===== src/rtl/jzjpcc_pkg.sv =====
// ----------------------------------------------------------------------------
// jzjpcc_pkg
// Shared types and constants for the jzjpcc pipeline stages.
//   wbSel_t     : writeback source select (ALU / load / immediate / reserved)
//   LB..LHU     : funct3 encodings of the load instructions
//   wbBundle_t  : memory-stage bundle presented to the writeback stage
// ----------------------------------------------------------------------------
package jzjpcc_pkg;

  typedef enum logic [1:0] {
    WB_ALU  = 2'b00,
    WB_LOAD = 2'b01,
    WB_IMM  = 2'b10,
    WB_RSVD = 2'b11   // reserved; resolved as ALU
  } wbSel_t;

  localparam logic [2:0] LB  = 3'b000;
  localparam logic [2:0] LH  = 3'b001;
  localparam logic [2:0] LW  = 3'b010;
  localparam logic [2:0] LBU = 3'b100;
  localparam logic [2:0] LHU = 3'b101;

  typedef struct packed {
    logic        valid;
    logic [4:0]  rdAddr;
    logic        rdWE;
    wbSel_t      wbSel;
    logic [2:0]  funct3;
    logic [1:0]  addrLow;
    logic [31:0] readData;
    logic [31:0] aluResult;
    logic [31:0] immediate;
  } wbBundle_t;

endpackage


===== src/rtl/jzjpcc_loadextract.sv =====
// ----------------------------------------------------------------------------
// jzjpcc_loadextract
// Combinational load-data extraction: picks the byte/half/word addressed by a
// load out of an aligned memory word and sign- or zero-extends it.
//   funct3  in  3   load type (LB/LH/LW/LBU/LHU; others pass the word through)
//   addrLow in  2   byte address bits [1:0]; bit 0 ignored for halfwords
//   word    in  32  aligned word from data memory
//   value   out 32  extracted, extended load value
// ----------------------------------------------------------------------------
module jzjpcc_loadextract
  import jzjpcc_pkg::*;
(
  input  logic [2:0]  funct3,
  input  logic [1:0]  addrLow,
  input  logic [31:0] word,
  output logic [31:0] value
);

  logic [7:0]  byte_sel;
  logic [15:0] half_sel;

  assign byte_sel = word[{addrLow, 3'b000} +: 8];
  // Misaligned halfwords are trapped upstream, so only bit 1 picks the half.
  assign half_sel = addrLow[1] ? word[31:16] : word[15:0];

  always_comb begin
    // NOTE: assigning a default before the case keeps every path driven, so
    // no latch is inferred when a new funct3 arm is added later.
    value = word;
    case (funct3)
      LB:      value = {{24{byte_sel[7]}}, byte_sel};
      LBU:     value = {24'h000000, byte_sel};
      LH:      value = {{16{half_sel[15]}}, half_sel};
      LHU:     value = {16'h0000, half_sel};
      LW:      value = word;
      default: value = word;   // illegal loads are trapped upstream
    endcase
  end

endmodule


===== src/rtl/jzjpcc_writeback.sv =====
// ----------------------------------------------------------------------------
// jzjpcc_writeback
// Final pipeline stage: registers the memory-stage bundle, selects the
// writeback value (ALU result, extracted load data, or LUI immediate) and
// drives the register-file write port plus the forwarding bus into execute.
//
// Ports:
//   clock, reset        rising-edge clock, asynchronous active-low reset
//   stall, flush        hazard control (flush > stall > capture)
//   mem*                memory-stage bundle
//   rdWE/rdAddr/rdData  register-file write port (registered)
//   fwdValid/Addr/Data  forwarding bus, identical to the write port
//   retireCount         retired-instruction counter
//
// Build option: define JZJPCC_WB_RETIRE_COUNTER_EN to build the retire
// counter; otherwise retireCount is tied to 0.
// ----------------------------------------------------------------------------
module jzjpcc_writeback
  import jzjpcc_pkg::*;
#(
  parameter int RESET_PC_UNUSED = 0,
  parameter int RETIRE_CNT_W    = 32
) (
  input  logic                    clock,
  input  logic                    reset,
  input  logic                    stall,
  input  logic                    flush,
  input  logic                    memValid,
  input  logic [4:0]              memRdAddr,
  input  logic                    memRdWE,
  input  logic [1:0]              memWbSel,
  input  logic [2:0]              memFunct3,
  input  logic [1:0]              memAddrLow,
  input  logic [31:0]             memReadData,
  input  logic [31:0]             memAluResult,
  input  logic [31:0]             memImmediate,
  output logic                    rdWE,
  output logic [4:0]              rdAddr,
  output logic [31:0]             rdData,
  output logic                    fwdValid,
  output logic [4:0]              fwdAddr,
  output logic [31:0]             fwdData,
  output logic [RETIRE_CNT_W-1:0] retireCount
);

  // Parameter kept only for a uniform parameter list across stages.
  logic [31:0] unused_reset_pc;
  assign unused_reset_pc = 32'(RESET_PC_UNUSED);

  wbBundle_t   bundle;
  logic [31:0] load_value;
  logic [31:0] wb_value;
  logic        wr_req;

  assign bundle = '{
    valid:     memValid,
    rdAddr:    memRdAddr,
    rdWE:      memRdWE,
    wbSel:     wbSel_t'(memWbSel),
    funct3:    memFunct3,
    addrLow:   memAddrLow,
    readData:  memReadData,
    aluResult: memAluResult,
    immediate: memImmediate
  };

  jzjpcc_loadextract u_loadextract (
    .funct3  (bundle.funct3),
    .addrLow (bundle.addrLow),
    .word    (bundle.readData),
    .value   (load_value)
  );

  always_comb begin
    wb_value = bundle.aluResult;
    case (bundle.wbSel)
      WB_LOAD: wb_value = load_value;
      WB_IMM:  wb_value = bundle.immediate;
      default: wb_value = bundle.aluResult;   // WB_ALU and reserved
    endcase
  end

  // x0 is hardwired to zero: never written, never forwarded.
  assign wr_req = bundle.rdWE && (bundle.rdAddr != 5'd0);

  logic        valid_q;
  logic        wr_req_q;
  logic [4:0]  rd_addr_q;
  logic [31:0] rd_data_q;

  always_ff @(posedge clock or negedge reset) begin
    // NOTE: sequential state uses non-blocking assignments so every flop
    // samples the pre-edge values regardless of statement order.
    if (!reset) begin
      valid_q   <= 1'b0;
      wr_req_q  <= 1'b0;
      rd_addr_q <= 5'd0;
      rd_data_q <= 32'd0;
    end else if (flush) begin
      // Bubble: data may follow the inputs, the write is suppressed.
      valid_q   <= 1'b0;
      wr_req_q  <= 1'b0;
      rd_addr_q <= bundle.rdAddr;
      rd_data_q <= wb_value;
    end else if (!stall) begin
      valid_q   <= bundle.valid;
      wr_req_q  <= wr_req;
      rd_addr_q <= bundle.rdAddr;
      rd_data_q <= wb_value;
    end
  end

  // Both terms are flops, so the write port has no path from the inputs.
  assign rdWE     = valid_q & wr_req_q;
  assign rdAddr   = rd_addr_q;
  assign rdData   = rd_data_q;
  assign fwdValid = rdWE;
  assign fwdAddr  = rd_addr_q;
  assign fwdData  = rd_data_q;

`ifdef JZJPCC_WB_RETIRE_COUNTER_EN
  logic [RETIRE_CNT_W-1:0] retire_q;

  // Counts every captured real instruction, whether or not it writes rd.
  always_ff @(posedge clock or negedge reset) begin
    if (!reset) begin
      retire_q <= '0;
    end else if (!flush && !stall && bundle.valid) begin
      retire_q <= retire_q + RETIRE_CNT_W'(1);
    end
  end

  assign retireCount = retire_q;
`else
  assign retireCount = '0;
`endif

endmodule

===== config.mk =====
export PLATFORM = sky130hd
export DESIGN_NAME = jzjpcc_writeback
export DESIGN_NICKNAME = d
export VERILOG_FILES = /design/src/rtl/jzjpcc_pkg.sv /design/src/rtl/jzjpcc_loadextract.sv /design/src/rtl/jzjpcc_writeback.sv
export SDC_FILE = /design/constraint.sdc
export NUM_CORES = 1
export LEC_CHECK = 0
export ABC_AREA = 0
export BUFFER_PORTS_ARGS = -buffer_cell sky130_fd_sc_hd__buf_2
export CAP_MARGIN = 20
export CORE_AREA = 10 10 127 83
export DETAILED_ROUTE_END_ITERATION = 8
export DIE_AREA = 0 0 137 93
export PLACE_DENSITY = 0.78
export SKIP_LAST_GASP = 1
export SYNTH_ARGS = -nofsm -noshare
export SYNTH_HDL_FRONTEND = slang
export SYNTH_SLANG_ARGS = --single-unit

===== constraint.sdc =====
create_clock -name clock -period 2.25 [get_ports clock]
set_input_delay 0.3375 -clock clock [delete_from_list [all_inputs] [get_ports clock]]
set_output_delay 0.3375 -clock clock [all_outputs]
set_load 0.01 [all_outputs]

==> flow_summary.toml, run 1 <==
[placement]
gp_congestion = 0.874
hpwl_mm = 11.0
port_buffers = 189

[sta]
fin_crit_ns = 1.67
slew_headroom_pct = 37.2
rsz0062_at_grt = "false"
clock-skew-final_ns = 0
maxSlewViolCount = 0
setup_tns_ns = 0
fmax_ghz = 0.599
finalSetupViolCount = 0
finalHoldViolCount = 0
post-route-period-util_pct = 74.2
tightest_slew_ns = 0.941
hold_ws_ns = 0.200

[setup_path]
cp.required_ns = 2.39
worstPathCellList = "buf_2 > inv_1 > ha_1 > inv_1 > buf_4 > nand2_1 > a21oi_1 > a31oi_1"
slowest_stage = "ha_1"
r2r_end = "fwdData[21]$_DFFE_PN0P_"
cp_top_family = "buffers and inverters"
critPathBufInv = 4
critPathMaxStageDelay_ns = 0.39
cp_max_fo = 15
endpoint_kind = "flop"
cp.depth = 8
r2r_cells = 2
r2r_setup_slack_ns = 1.42
criticalPathCategory = "input pin to flop"
startpoint_type = "input pin"
path_common_cell = "inv_1"
crit_arrival_ns = 1.81
reg2reg_from = "fwdData[21]$_DFFE_PN0P_"

[layout]
areaGrowthSynthToFinish_pct = 25.4
regArea_sq_um = 976
nFillCells = 868
multi_input_area_sq_um = 1660
drive_gt1_share_pct = 41.1
layout.nets = 647
diodes = 0

[synth]
synthMuxAreaShare_pct = 3.53
synthDistinctLibCells = 42
postSynth.asyncResetShare_pct = 100
synth-simple-area-share_pct = 9.50
ys.warnings.count = 0
synth_compound_area_share_pct = 34.5
yosys_most_used_dff = "dfrtp_1"
synthAdderAreaFrac_pct = 0.785
synth_seq_cells = 39
avgSynthCellArea_sq_um = 8.26
synthCells = 386
synth_edf_count = 0
seq_area_frac_synth_pct = 30.6
synth_top_family_by_area = "compound AO/OA/AOI/OAI gates"
syn-cell-area_sq_um = 3190
synthXorXnorAreaFrac_pct = 0

[drt]
vias_per_cell = 5.45
drc = 0
drtIter0Drc = 189
wl_mm = 13.4
postRouteAntennaNets = 0
wl_per_cell_um = 20.8
vias = 3500
drt_pass1_iterations = 5

[clocking]
ctsHoldBuffers = 0
root_buffer = "clkbuf_16"
clk_pin_slew_ns = 0.06
insertion_delay_ns = 0.27
cts_buffers = 5
cts_num_sinks = 39
cts_buffer_depth = 2
h-tree-depth = 2
cts_tree = "built"
cts_setup_buffers = 0
cts_resized = 0

[run]
max_cap_viol_count = 0

[floorplan]
chipWidth_um = 137
dieArea_sq_um = 12700
initial_core_util_pct = 38.6
rows = 26
coreArea_sq_um = 8260
die-height_um = 93
boundaryPins = 222

[global_routing]
grt_max_degree = 40
grt_pass1_vias = 3581
antenna_found_initial = 1
grt_overflow = 0
grt_pass1_wl_mm = 19.9
grt.total_usage_pct = 19.5

[power_and_ir_drop]
powerDensity_nw_per_um2 = 599
p_leak_nw = 1.97
peakVddDrop_mv = 0.241

[hold_path]
worstHoldPathType = "input pin to async pin"

[outcome]
outcome = "finished, final reports clean"
-- worst reg2reg max path, cell delays in order (launching register included) --
cell and delay [ns]:
dfrtp_1 0.40, o21ai_0 0.19, o21ai_0 0.12
-- worst max-delay path by stage --
stage	from	end	slack (ns)
after floorplan	memWbSel[0]	fwdData[28]$_DFFE_PN0P_	0.55
after global placement	memWbSel[0]	fwdData[15]$_DFFE_PN0P_	0.37
after detailed placement	memWbSel[0]	fwdData[15]$_DFFE_PN0P_	0.30
after CTS	memWbSel[0]	fwdData[15]$_DFFE_PN0P_	0.59
after global routing	memWbSel[0]	fwdData[3]$_DFFE_PN0P_	0.41
final	memWbSel[0]	fwdData[15]$_DFFE_PN0P_	0.58
-- cell usage in the layout (no fill, tap or decap), types with 2 or more instances in the layout --
cell type and n:
nand2b_1 3, a221o_1 22, and2_1 2, o21ai_0 62, or3_1 15, nor2b_1 3
dfrtp_1 39, ha_1 2, o2111ai_1 2, o22ai_1 9, o221ai_1 7, nor2_1 6
buf_4 16, a21oi_1 44, mux2i_1 9, nor3b_1 2, o21ai_1 10, buf_2 189
inv_1 6, nand2_1 18, o22a_1 7, conb_1 32, a21oi_2 2, clkbuf_16 5
-- sequential cells by signal, indices dropped and copies added, names as in the netlist --
signal / flops
fwdData: 32
fwdAddr: 5
wr_req_q: 1
valid_q: 1
-- metrics by stage --
step	total power [mW]	setup WS, ns	area (sq um)	util (%)	cells
3_3_place_gp	1.71	0.373	3870	46.8	636
5_1_grt	2.53	0.414	4000	48.4	642
6_report	2.40	0.581	4000	48.4	642
4_1_cts	2.41	0.594	4000	48.4	642
2_1_floorplan	1.45	0.552	3300	-	417
3_5_place_dp	1.73	0.300	3870	46.8	636
-- final cells by class --
type,instances,area share [%]
Multi-Input combinational cell,274,41.6
Clock buffer,6,3.22
Sequential cell,39,24.4
Tap cell,112,3.51
Inverter,6,0.564
Timing Repair Buffer,205,26.7
-- cells by family after synthesis --
logic type	after synthesis
AOI/OAI and AO/OA	173
adders and majority gates	2
buffers and inverters	104
DFF	39
muxes	10
other	1
and+or+nand+nor	57
-- layer usage --
layer  vias up  GRT usage (%)  wire length (um)
met2       196           31.6              6170
li1       1620              -                 -
met1      1671           24.3              5480
met4         2           4.55               137
met5         -              0                13
met3        11           7.00              1560
-- cell usage after synthesis (2+ instances only) --
cell type | n | area, sq um
o22a_1 | 7 | 61.3
buf_4 | 70 | 526
inv_1 | 6 | 22.5
nor2b_1 | 4 | 25.0
o21ai_1 | 10 | 50.1
a221o_1 | 22 | 220
ha_1 | 2 | 25.0
dfrtp_1 | 39 | 976
nor3b_1 | 2 | 15.0
nand2b_1 | 3 | 18.8
nand2_1 | 18 | 67.6
a21oi_1 | 44 | 220
buf_2 | 5 | 25.0
a21oi_2 | 2 | 17.5
o21ai_0 | 62 | 310
o22ai_1 | 9 | 56.3
mux2i_1 | 9 | 90.1
or3_1 | 15 | 93.8
clkbuf_1 | 21 | 78.8
and2_1 | 2 | 12.5
nor2_1 | 6 | 22.5
o2111ai_1 | 2 | 17.5
o221ai_1 | 7 | 61.3
-- report_power, final --
part | internal, mW | leakage (nW) | switching [mW]
clock | 0.399 | 0.0628 | 0.277
sequential | 0.795 | 0.464 | 0.0705
combinational | 0.355 | 1.44 | 0.498
No activity file was read; power rests on OpenSTA's default activity.
==> inputs of run 2 (changes only) <==
--- a/config.mk
+++ b/config.mk
@@ -5,13 +5,13 @@
 export SDC_FILE = /design/constraint.sdc
 export NUM_CORES = 1
 export LEC_CHECK = 0
-export ABC_AREA = 0
+export ABC_AREA = 1
 export BUFFER_PORTS_ARGS = -buffer_cell sky130_fd_sc_hd__buf_2
 export CAP_MARGIN = 20
-export CORE_AREA = 10 10 127 83
+export CORE_AREA = 10 10 132 86
 export DETAILED_ROUTE_END_ITERATION = 8
-export DIE_AREA = 0 0 137 93
-export PLACE_DENSITY = 0.78
+export DIE_AREA = 0 0 142 96
+export PLACE_DENSITY = 0.77
 export SKIP_LAST_GASP = 1
 export SYNTH_ARGS = -nofsm -noshare
 export SYNTH_HDL_FRONTEND = slang
==> constraint.sdc (replaced) <==
create_clock -name clock -period 1.59 [get_ports clock]
set_input_delay 0.2385 -clock clock [delete_from_list [all_inputs] [get_ports clock]]
set_output_delay 0.2385 -clock clock [all_outputs]
set_load 0.01 [all_outputs]
==> run 2 against run 1 <==
- wire length increased by 0.98%
- worst hold slack worse by 0.023 ns
- final cell count grew 31%
- flip-flop and latch count is the same
- worst setup slack got worse by 0.12 ns
- synthesized area rose by 9.5%
- sequential power increased by 43%
- design area is 9.4% higher
- register-to-register slack worse by 0.53 ns
- largest cell class unchanged
==> flow_summary.toml, run 2 <==
[layout]
largest_register_ffs = 32
areaGrowthSynthToFinish_pct = 25.2
layout_common_cells = "nand2_1, buf_2, nor2_1, o21ai_0, inv_1"
layout.nets = 838
diodes = 0
final_common_cell = "nand2_1"
drive_gt1_share_pct = 31.8
nFillCells = 977

[synth]
synth_most_common_cell = "nand2_1"
yosysTopAreaCellShare_pct = 28.0
avgSynthCellArea_sq_um = 6.03
synth_edf_count = 0
ys.warnings.count = 0
synth_seq_cells = 39
synth_area_leaders = "dfrtp_1, nand2_1, buf_4, o21ai_0, nor2_1"
yosys-top-cells-count = "nand2_1, buf_4, nor2_1, o21ai_0, inv_1"
syn-cell-area_sq_um = 3490
synthCells = 579
yosys.area.top_type = "dfrtp_1"
seq_area_frac_synth_pct = 28.0
postSynth.asyncResetShare_pct = 100
synthDistinctLibCells = 25
yosys_most_used_dff = "dfrtp_1"

[setup_path]
criticalPathCategory = "flop to output port"
r2r_cells = 2
r2r_setup_slack_ns = 0.89
critPathBufInv = 2
cp_top_family = "flip-flops"
reg2reg_from = "fwdAddr[3]$_DFFE_PN0P_"
slowest_stage = "dfrtp_1"
r2r_end = "fwdAddr[3]$_DFFE_PN0P_"
endpoint_kind = "output port"
startpoint_type = "flop"
cp.required_ns = 1.35
crit_arrival_ns = 0.89
worstPathCellList = "nand2_1 > inv_1 > buf_2"
critPathMaxStageDelay_ns = 0.38
cp_max_fo = 2

[sta]
post-route-period-util_pct = 70.9
rsz0062_at_grt = "false"
finalHoldViolCount = 0
finalSetupViolCount = 0
fmax_ghz = 0.887
clock-skew-final_ns = 0
tightest_slew_ns = 0.557
setup_tns_ns = 0
maxSlewViolCount = 0
fin_crit_ns = 1.13
slew_headroom_pct = 62.8
hold_ws_ns = 0.177

[power_and_ir_drop]
peakVddDrop_mv = 0.395
powerDensity_nw_per_um2 = 844
p_leak_nw = 2.63
internal_power_mw = 2.38
clkPwrFrac_pct = 31.5
p_sw_mw = 1.31
switching_share_pct = 35.6
total_power_mw = 3.69
comb_power_share_pct = 35.0
p_seq_share_pct = 33.6

[hold_path]
min-delay-start = "memRdAddr[4]"
worstHoldPathType = "input pin to flop"
min_to = "fwdAddr[4]$_DFFE_PN0P_"
whs_path_depth = 3

[clocking]
cts_buffers = 5
ctsHoldBuffers = 1
clk_pin_slew_ns = 0.06
root_buffer = "clkbuf_16"
cts_tree = "built"
cts_num_sinks = 39
h-tree-depth = 2
cts_resized = 0
cts_setup_buffers = 0
insertion_delay_ns = 0.28
cts_buffer_depth = 2

[floorplan]
coreArea_sq_um = 8920
die-height_um = 96
chipWidth_um = 142
boundaryPins = 222
initial_core_util_pct = 39.1
rows = 27
dieArea_sq_um = 13600

[run]
max_cap_viol_count = 0

[placement]
hpwl_mm = 10.9
gp_congestion = 0.936
port_buffers = 189

[drt]
drt_pass1_iterations = 4
wl_mm = 13.5
postRouteAntennaNets = 0
vias_per_cell = 4.67
wl_per_cell_um = 16.1
drc = 0
vias = 3919
drtIter0Drc = 168

[global_routing]
grt_overflow = 0
antenna_found_initial = 3
grt.total_usage_pct = 19.0
grt_pass1_wl_mm = 20.7
grt_max_degree = 43
grt_pass1_vias = 3945

[outcome]
outcome = "finished, final reports clean"
==> run 2: cell count changes after synthesis, moves of 15 or more <==
cell	before	now
a221o_1	22	0
inv_1	6	42
nand2_1	18	207
nand3_1	0	15
nor2_1	6	57
o21ai_0	62	46
or3_1	15	0
==> run 2: power groups by stage <==
stage	clock network, mW	logic [mW]	registers, mW
floorplan	0	0.852	1.30
global placement	0	1.29	1.25
detailed placement	0	1.30	1.25
CTS	1.19	1.31	1.24
global route	1.23	1.46	1.26
finish	1.16	1.29	1.24
==> run 2: worst max-delay path by stage <==
stage | cells after the start | end | slack, ns | start
floorplan | 9 | fwdData[16]$_DFFE_PN0P_ | 0.21 | memWbSel[0]
global placement | 8 | fwdData[0]$_DFFE_PN0P_ | 0.20 | memWbSel[0]
CTS | 8 | fwdData[2]$_DFFE_PN0P_ | 0.45 | memWbSel[0]
global route | 9 | fwdData[1]$_DFFE_PN0P_ | 0.33 | memAddrLow[1]
finish | 3 | rdWE | 0.46 | wr_req_q$_DFFE_PN0P_
detailed placement | 8 | fwdData[2]$_DFFE_PN0P_ | 0.15 | memWbSel[0]
==> run 2: worst min-delay path, stage by stage <==
cell and delay [ns]:
buf_2 0.09, nand2_1 0.05, nand2_1 0.05
==> run 2: metal layers <==
layer,routed length [um],GRT usage (%),vias up
met5,40,0,-
met4,81,2.80,6
met3,1380,7.53,10
met2,5870,30.1,207
met1,6120,24.6,1728
li1,-,-,1968
==> run 2: final cells by class <==
class / count / area [sq um] / area share, %
inverters: 56 / 213 / 4.87
multi-input cells: 417 / 1780 / 40.7
well taps: 116 / 145 / 3.32
clock buffers: 5 / 125 / 2.86
flip-flops and latches: 39 / 976 / 22.3
clock inverters: 3 / 43.8 / 1.00
repair buffers: 203 / 1090 / 25.0
==> run 2: per-stage QoR <==
step	cell area, sq um	util, %	worst slack [ns]	std cells
after floorplan	3610	-	0.215	610
after detailed placement	4190	47.0	0.149	830
after global placement	4190	47.0	0.202	830
final	4370	49.0	0.462	839
after CTS	4370	49.0	0.447	839
after global routing	4370	49.0	0.335	839
==> run 2: kinds of logic (layout without fill, tap and decap cells) <==
group / count (synthesis) / count (layout) / share of synthesized area (%)
compound gates: 95 / 95 / 13.9
fa+ha+maj: 2 / 2 / 0.717
buf+inv: 154 / 267 / 24.7
flops: 39 / 39 / 28.0
other cells: 1 / 32 / 0.107
simple gates: 288 / 288 / 32.6
